$ cat src/rtl/layer_leaky_relu_seq.sv
// Leaky-ReLU activation stage: captures one CHANNELS-wide vector, computes LANES elements per clock.
// Optional feature macro: LRELU_ALPHA_PORT_EN adds a runtime slope port alpha_in.
module layer_leaky_relu_seq #(
   parameter int                     CHANNELS  = 20,
   parameter int                     SIZE      = 16,
   parameter int                     FRAC_BITS = 8,
   parameter int                     LANES     = 4,
   parameter logic signed [SIZE-1:0] ALPHA     = 16'sd26
) (
   input  logic                         clk,
   input  logic                         reset,
   input  logic                         in_valid,
   output logic                         in_ready,
   input  logic [CHANNELS*SIZE-1:0]     in_data,
`ifdef LRELU_ALPHA_PORT_EN
   input  logic [SIZE-1:0]              alpha_in,
`endif
   output logic                         out_valid,
   input  logic                         out_ready,
   output logic [CHANNELS*2*SIZE-1:0]   out_data,
   output logic                         busy,
   output logic                         done
);

   localparam int W2     = 2 * SIZE;
   localparam int NCHUNK = (CHANNELS + LANES - 1) / LANES;
   localparam int CW     = (NCHUNK > 1) ? $clog2(NCHUNK) : 1;
   localparam int IW     = $clog2(NCHUNK * LANES) + 1;

   typedef enum logic [1:0] {
      ST_IDLE,
      ST_COMPUTE,
      ST_HOLD
   } state_t;

   state_t                      r_state;
   state_t                      w_nextState;
   logic [CW-1:0]               r_chunk;
   logic [CHANNELS*SIZE-1:0]    r_vec;
   logic [CHANNELS*W2-1:0]      r_outData;
   logic                        r_outValid;
   logic                        r_done;
   logic                        w_accept;
   logic                        w_lastChunk;
   logic                        w_release;
   logic signed [SIZE-1:0]      w_slope;

   logic [IW-1:0]               w_idx    [LANES];
   logic                        w_laneEn [LANES];
   logic signed [SIZE-1:0]      w_x      [LANES];
   logic signed [W2-1:0]        w_res    [LANES];

`ifdef LRELU_ALPHA_PORT_EN
   logic signed [SIZE-1:0]      r_slope;
   assign w_slope = r_slope;
`else
   assign w_slope = ALPHA;
`endif

   assign in_ready  = (r_state == ST_IDLE) && !reset;
   assign busy      = (r_state != ST_IDLE);
   assign out_valid = r_outValid;
   assign out_data  = r_outData;
   assign done      = r_done;

   always_ff @(posedge clk) begin
      if (reset) begin
         r_state <= ST_IDLE;
      end else begin
         r_state <= w_nextState;
      end
   end

   always_comb begin
      w_nextState = r_state;
      w_accept    = 1'b0;
      w_release   = 1'b0;
      w_lastChunk = (r_chunk == CW'(NCHUNK - 1));
      case (r_state)
         ST_IDLE: begin
            if (in_valid && in_ready) begin
               w_accept    = 1'b1;
               w_nextState = ST_COMPUTE;
            end
         end
         ST_COMPUTE: begin
            if (w_lastChunk) begin
               w_nextState = ST_HOLD;
            end
         end
         ST_HOLD: begin
            if (out_ready) begin
               w_release   = 1'b1;
               w_nextState = ST_IDLE;
            end
         end
         default: w_nextState = ST_IDLE;
      endcase
   end

   // Lanes past the last channel are disabled so they never read or write outside the vectors.
   always_comb begin
      for (int l = 0; l < LANES; l++) begin
         w_idx[l]    = IW'(r_chunk) * IW'(LANES) + IW'(l);
         w_laneEn[l] = (w_idx[l] < IW'(CHANNELS));
         w_x[l]      = '0;
         if (w_laneEn[l]) begin
            w_x[l] = r_vec[w_idx[l]*SIZE +: SIZE];
         end
         if (w_x[l][SIZE-1]) begin
            w_res[l] = W2'(w_x[l]) * W2'(w_slope);
         end else begin
            w_res[l] = W2'(w_x[l]) <<< FRAC_BITS;
         end
      end
   end

   always_ff @(posedge clk) begin
      if (reset) begin
         r_chunk    <= '0;
         r_vec      <= '0;
         r_outData  <= '0;
         r_outValid <= 1'b0;
         r_done     <= 1'b0;
`ifdef LRELU_ALPHA_PORT_EN
         r_slope    <= '0;
`endif
      end else begin
         r_done <= w_release;
         if (w_accept) begin
            r_vec   <= in_data;
            r_chunk <= '0;
`ifdef LRELU_ALPHA_PORT_EN
            r_slope <= alpha_in;
`endif
         end
         if (r_state == ST_COMPUTE) begin
            for (int l = 0; l < LANES; l++) begin
               if (w_laneEn[l]) begin
                  r_outData[w_idx[l]*W2 +: W2] <= w_res[l];
               end
            end
            if (w_lastChunk) begin
               r_chunk    <= '0;
               r_outValid <= 1'b1;
            end else begin
               r_chunk <= r_chunk + 1'b1;
            end
         end
         if (w_release) begin
            r_outValid <= 1'b0;
         end
      end
   end

endmodule

$ cat config.mk
export PLATFORM = sky130hd
export DESIGN_NAME = layer_leaky_relu_seq
export DESIGN_NICKNAME = d
export VERILOG_FILES = /design/src/rtl/layer_leaky_relu_seq.sv
export SDC_FILE = /design/constraint.sdc
export NUM_CORES = 2
export LEC_CHECK = 0
export ABC_CLOCK_PERIOD_IN_PS = 6370
export BUFFER_PORTS_ARGS = -buffer_cell sky130_fd_sc_hd__buf_2
export CELL_PAD_IN_SITES_DETAIL_PLACEMENT = 2
export CELL_PAD_IN_SITES_GLOBAL_PLACEMENT = 2
export CORE_AREA = 2 2 374 376
export DETAILED_ROUTE_END_ITERATION = 6
export DIE_AREA = 0 0 376 378
export PLACE_DENSITY_LB_ADDON = 0.1
export SKIP_CTS_REPAIR_TIMING = 1
export SLEW_MARGIN = 20
export SYNTH_ARGS = -nofsm -noshare
export SYNTH_HDL_FRONTEND = slang
export SYNTH_SLANG_ARGS = --single-unit
$ cat constraint.sdc
create_clock -name clk -period 6.37 [get_ports clk]
set_clock_uncertainty 0.05 [all_clocks]
set_input_delay 0.9555 -clock clk [delete_from_list [all_inputs] [get_ports clk]]
set_output_delay 0.9555 -clock clk [all_outputs]
set_load 0.03 [all_outputs]
==> Yosys cells after proc, flatten, opt, wreduce, memory -nomap -nowiden <==
Cells that the tools add are included.
{ "op_classes": {"addsub": 8, "mul": 4, "order_cmp": 4, "eq_ne": 6, "n_shift": 12, "mux": 33, "n_reduce_logical": 9} }
{ "ops": {"columns": ["op", "count"], "rows": [
  ["two-way mux 640 bit", 10],
  ["bitwise mux 640 bit", 4],
  ["variable shift 32 x 34 -> 640 bit (first input constant)", 4],
  ["variable part select 32 x 34 -> 640 bit", 4],
  ["variable part select 320 x 11 -> 16 bit", 3],
  ["variable part select 320 x 10 -> 16 bit", 1],
  ["two-way mux 32 bit", 4],
  ["negator 11 -> 34 bit", 3],
  ["multiplier 16 x 5 -> 21 bit (second input constant)", 4],
  ["two-way mux 16 bit", 4],
  ["negator 10 -> 34 bit", 1],
  ["less-than comparator 6 x 5 -> 1 bit (second input constant)", 3],
  ["adder 5 x 2 -> 6 bit (second input constant)", 2],
  ["two-way mux 3 bit", 3],
  ["adder 5 x 1 -> 6 bit (second input constant)", 1],
  ["two-way mux 2 bit", 3],
  ["case mux 2 bit (3 select lines)", 1],
  ["less-than comparator 5 bit (second input constant)", 1],
  ["two-way mux 1 bit", 4],
  ["inequality test 2 bit (second input constant)", 2],
  ["nonzero test 2 bit", 2],
  ["adder 3 x 1 -> 3 bit (second input constant)", 1],
  ["equality test 3 bit (second input constant)", 1],
  ["AND reduction 3 bit", 1],
  ["other kinds (8)", 9]
]} }
{ "word_totals": {"ff_bits": 967, "input_bits": 324, "output_inout_bits": 644, "wordCells": 82} }

==> Longest topological paths before layout <==
{ "depth": {"depth_word": 19, "mapped_depth": 24, "mapped_depth_nobuf": 19} }

==> Worst setup path before layout <==
OpenSTA, ideal clock, no wires.
{ "synth_timing": {"kind": "flip-flop to flip-flop", "from": "register r_chunk[0]", "to": "register r_outData[180] (netlist: out_data[180])", "t_arrival_ns": 5.170, "slack_ns": 1.028, "stages_incl_launch_ff": 22, "n_path_buf": 4, "synth_period_minus_slack_ns": 5.342, "cell_sequence": "dfxtp_1 buf_2 buf_4 inv_1 ha_1 and4bb_2 buf_2 buf_1 a22oi_1 inv_1 ha_1 ha_1 inv_1 fa_1 inv_1 ha_1 a2111oi_2 a211oi_1 o41ai_1 a31oi_1 mux2i_1 a221o_1"} }
{ "synth_via": {"elab_chain_cells": 19, "elab_cells_between_ends": 49} }
{ "synth_lines": {"columns": ["item", "line", "rtl"], "rows": [
  ["start, declared", "38", "logic [CW-1:0] r_chunk;"],
  ["start signal, assigned", "147", "r_chunk <= r_chunk + 1'b1;"],
  ["branches (longest 18 deep; another with multiplier 16 x 5 -> 21 bit)", null, null],
  ["two-way mux 640 bit (*)", "139", "if (w_laneEn[l]) begin"],
  ["end signal, assigned by index", "140", "r_outData[w_idx[l]*W2 +: W2] <= w_res[l];"],
  ["end, declared", "40", "logic [CHANNELS*W2-1:0] r_outData;"]
]} }
Mark *: on every way between the ends. The select of a mux whose other input is x is not followed.
A chain may end at the register's enable or synchronous reset.

==> Worst setup path in the final report <==
{ "layout_timing": {"from": "register r_chunk[1]", "to": "register r_outData[180] (netlist: out_data[180])"} }
Same word-level chain as after synthesis.

==> out/metrics.yaml <==
status: "finished, final reports clean"
grt_usage_pct: 23.89
cts-htree-levels: 3
critical_path_required_ns: 6.90
antenna_found_initial: 41
p_leak_nw: 21.65
dr_total_vias: 34817
fin_crit_sh_pct: 92.19
crit_path_end: "out_data[180]$_SDFFE_PP0P_"
clk_latency_ns: 0.72
netlist_area_mm2: 0.03772
seq_area_frac_synth_pct: 41.77
route.detailed.drc: 0
grtUsageMet2_pct: 41.83
ys_warn_count: 0
core_area_mm2: 0.1385
synthToLayoutAreaGrowth_pct: 23.17
drtIter0Drc: 1580
ir_worst_vdd_mv: 0.2126
cp_num_buf_inv: 5
hold_violations: 0
die_area_mm2: 0.1421
cts.clk_slew.worst_paths_ns: 0.06
tns_ns: 0
grt_pass1_vias: 36390
port_buffers: 947
crit_fanout: 25
clockBufferDepth: 3
ctsRootBufferMaster: "clkbuf_16"
synth_cell_type_count: 79
rsz0062_at_grt: "false"
syn_inst: 4383
wirelength_mm: 175.6
setup_viol: 0
startpoint: "r_chunk[1]$_SDFFE_PP0P_"
relSlewSlack_pct: 25.30
report.final.slew_viol_count: 0
wl_per_cell_um: 25.20
synth-async-reset-ratio_pct: 0
crit_slowest_cell: "mux4_2"
grt_start_max_net_pins: 133
dp.cells: 6784
initial_utilization_pct: 27.23
setup_slack_ns: 0.4975
rrSetupSlack_ns: 0.50
met3_usage_pct: 3.702
syn_avg_cell_area_um2: 8.605
die_h_um: 378
rows: 137
clock_sinks: 787
min_period_ns: 5.873
ys_seq_elements: 787
antenna_left: 0
power_per_cell_area_mw_per_mm2: 282.9
synth-edff-count: 0
drive_above_1_share_pct: 25.46
cts_tree: "done"
crit_family: "compound AO/OA/AOI/OAI gates"
worstMarginPinSlew_ns: 1.114
overflow: 0
grt_pass1_wl_mm: 254.0
cp-start-kind: "flip-flop"
endpoint_kind: "flip-flop"
r2r_start: "r_chunk[1]$_SDFFE_PP0P_"
crit_arrival_ns: 6.40
cp_slowest_stage_delay_ns: 0.61
place_congestion: 0.8055
dr.pass1.iters: 6
worst_r2r_path_depth: 17
grt_use_met1_pct: 30.05
crit_chain: "buf_4, mux4_2, a22oi_1, buf_4, inv_1, ha_1, ha_1, inv_1, fa_1, inv_1, ha_1, a2111oi_2, a211oi_1, o41ai_1, a31oi_1, mux2i_1, a221o_1"
grt_busiest_layer: "met2"
cts-buffers-inserted: 94
hpwl_mm: 132.3
worst-path-stages: 17
die_w_um: 376
synthFlopType: "dfxtp_1"
hold_path.class: "in2reg"
worst_hold_slack_ns: 0.3814
cap_violations: 0
worst-setup-path-type: "reg2reg"
fmax_ghz: 0.1703
nNetsFinal: 5643
r2r-end: "out_data[180]$_SDFFE_PP0P_"
pin_count: 968
routed_via_density: 4.997
place_ws_ns: 0.4826
fin_cells: 6967
-- through the flow --
step                total power [mW]  instance area, um2  util, %
finish                         13.14               46460    33.54
global route                   13.79               46450    33.54
CTS                            13.37               46430    33.53
detailed placement             7.709               43230    31.21
global placement               7.667               43220    31.21
floorplan                      6.716               37790        -
-- where the power goes --
| group | switching (mW) | total, mW | internal [mW] | leakage [nW] |
|---|---|---|---|---|
| logic | 1.60 | 2.36 | 0.765 | 13.7 |
| clock network | 2.35 | 5.58 | 3.23 | 1.56 |
| registers | 0.109 | 5.20 | 5.09 | 6.40 |
-- worst register-to-register path, cell delays in order (launching register included) --
cell and delay (ns):
dfxtp_4 0.42, buf_4 0.44, mux4_2 0.62, a22oi_1 0.18
buf_4 0.20, inv_1 0.09, ha_1 0.29, ha_1 0.29
inv_1 0.05, fa_1 0.50, inv_1 0.04, ha_1 0.39
a2111oi_2 0.43, a211oi_1 0.17, o41ai_1 0.60, a31oi_1 0.48
mux2i_1 0.23, a221o_1 0.28
-- synthesized netlist by cell type (all sizes together) (106+ instances only) --
cell | number | share of area (%)
o21ai | 292 | 3.9
nand3 | 213 | 2.8
a22o | 106 | 2.5
nand2 | 873 | 8.7
a21oi | 126 | 1.7
buf | 266 | 4.7
ha | 187 | 6.2
dfxtp | 787 | 42
a22oi | 211 | 4.3
nor2 | 317 | 3.2
clkbuf | 204 | 2.0
inv | 223 | 2.2
-- cells by family (layout without fill, tap and decap cells) --
kind of cell               count (synthesis)  in the layout  synth area share [%]
adders and majority gates                246            246                 9.335
AOI/OAI and AO/OA                        947            947                 16.89
muxes                                     98             98                 4.588
and+or+nand+nor                         1555           1555                 17.16
DFF                                      787            787                 41.77
buffers and inverters                    693           1444                 8.943
other                                      1             27              0.009942
xor gates and xnor gates                  56             56                 1.300
-- sequential cells by signal, summed over array words and instances, names as in the netlist --
| name | cells |
|---|---|
| done | 1 |
| out_data | 460 |
| out_valid | 1 |
| r_chunk | 3 |
| r_state | 2 |
| r_vec | 320 |
-- layout by cell type (no fill, tap or decap), drive strengths merged, types with 149 or more instances in the layout --
| master | instances |
|---|---|
| nand3 | 213 |
| a22oi | 211 |
| o21ai | 292 |
| buf | 1044 |
| nor2 | 317 |
| inv | 224 |
| nand2 | 873 |
| dfxtp | 787 |
| ha | 187 |
| clkbuf | 149 |
-- layer usage --
| metal | vias to the layer above | routed length [um] | part of all wire (%) |
|---|---|---|---|
| met3 | 251 | 7382 | 4.2 |
| met4 | 22 | 5258 | 3.0 |
| li1 | 16224 | - | - |
| met2 | 826 | 86020 | 49 |
| met5 | - | 138 | 0.079 |
| met1 | 17494 | 76770 | 44 |
-- worst min path at each step --
stage / slack, ns / cells after the start / to / start
2_1_floorplan: 0.38 / 2 / r_vec[138]$_SDFFE_PP0P_ / r_vec[138]$_SDFFE_PP0P_
3_3_place_gp: 0.38 / 2 / out_data[425]$_SDFFE_PP0P_ / out_data[425]$_SDFFE_PP0P_
3_5_place_dp: 0.39 / 2 / out_data[18]$_SDFFE_PP0P_ / out_data[18]$_SDFFE_PP0P_
4_1_cts: 0.31 / 3 / r_vec[137]$_SDFFE_PP0P_ / in_data[137]
5_1_grt: 0.35 / 3 / r_vec[137]$_SDFFE_PP0P_ / in_data[137]
6_report: 0.38 / 3 / r_vec[137]$_SDFFE_PP0P_ / in_data[137]
-- cell type report --
class / instances / area [um2]
well taps: 1807 / 2261
repair buffers: 1045 / 5563
clock buffers: 148 / 2867
fillers: 15819 / 92050
flip-flops and latches: 787 / 15760
inverters: 223 / 845.8
multi-input cells: 2922 / 18810
clock inverters: 28 / 334.1
diodes: 7 / 17.52
(Power assumes the default switching activity.)
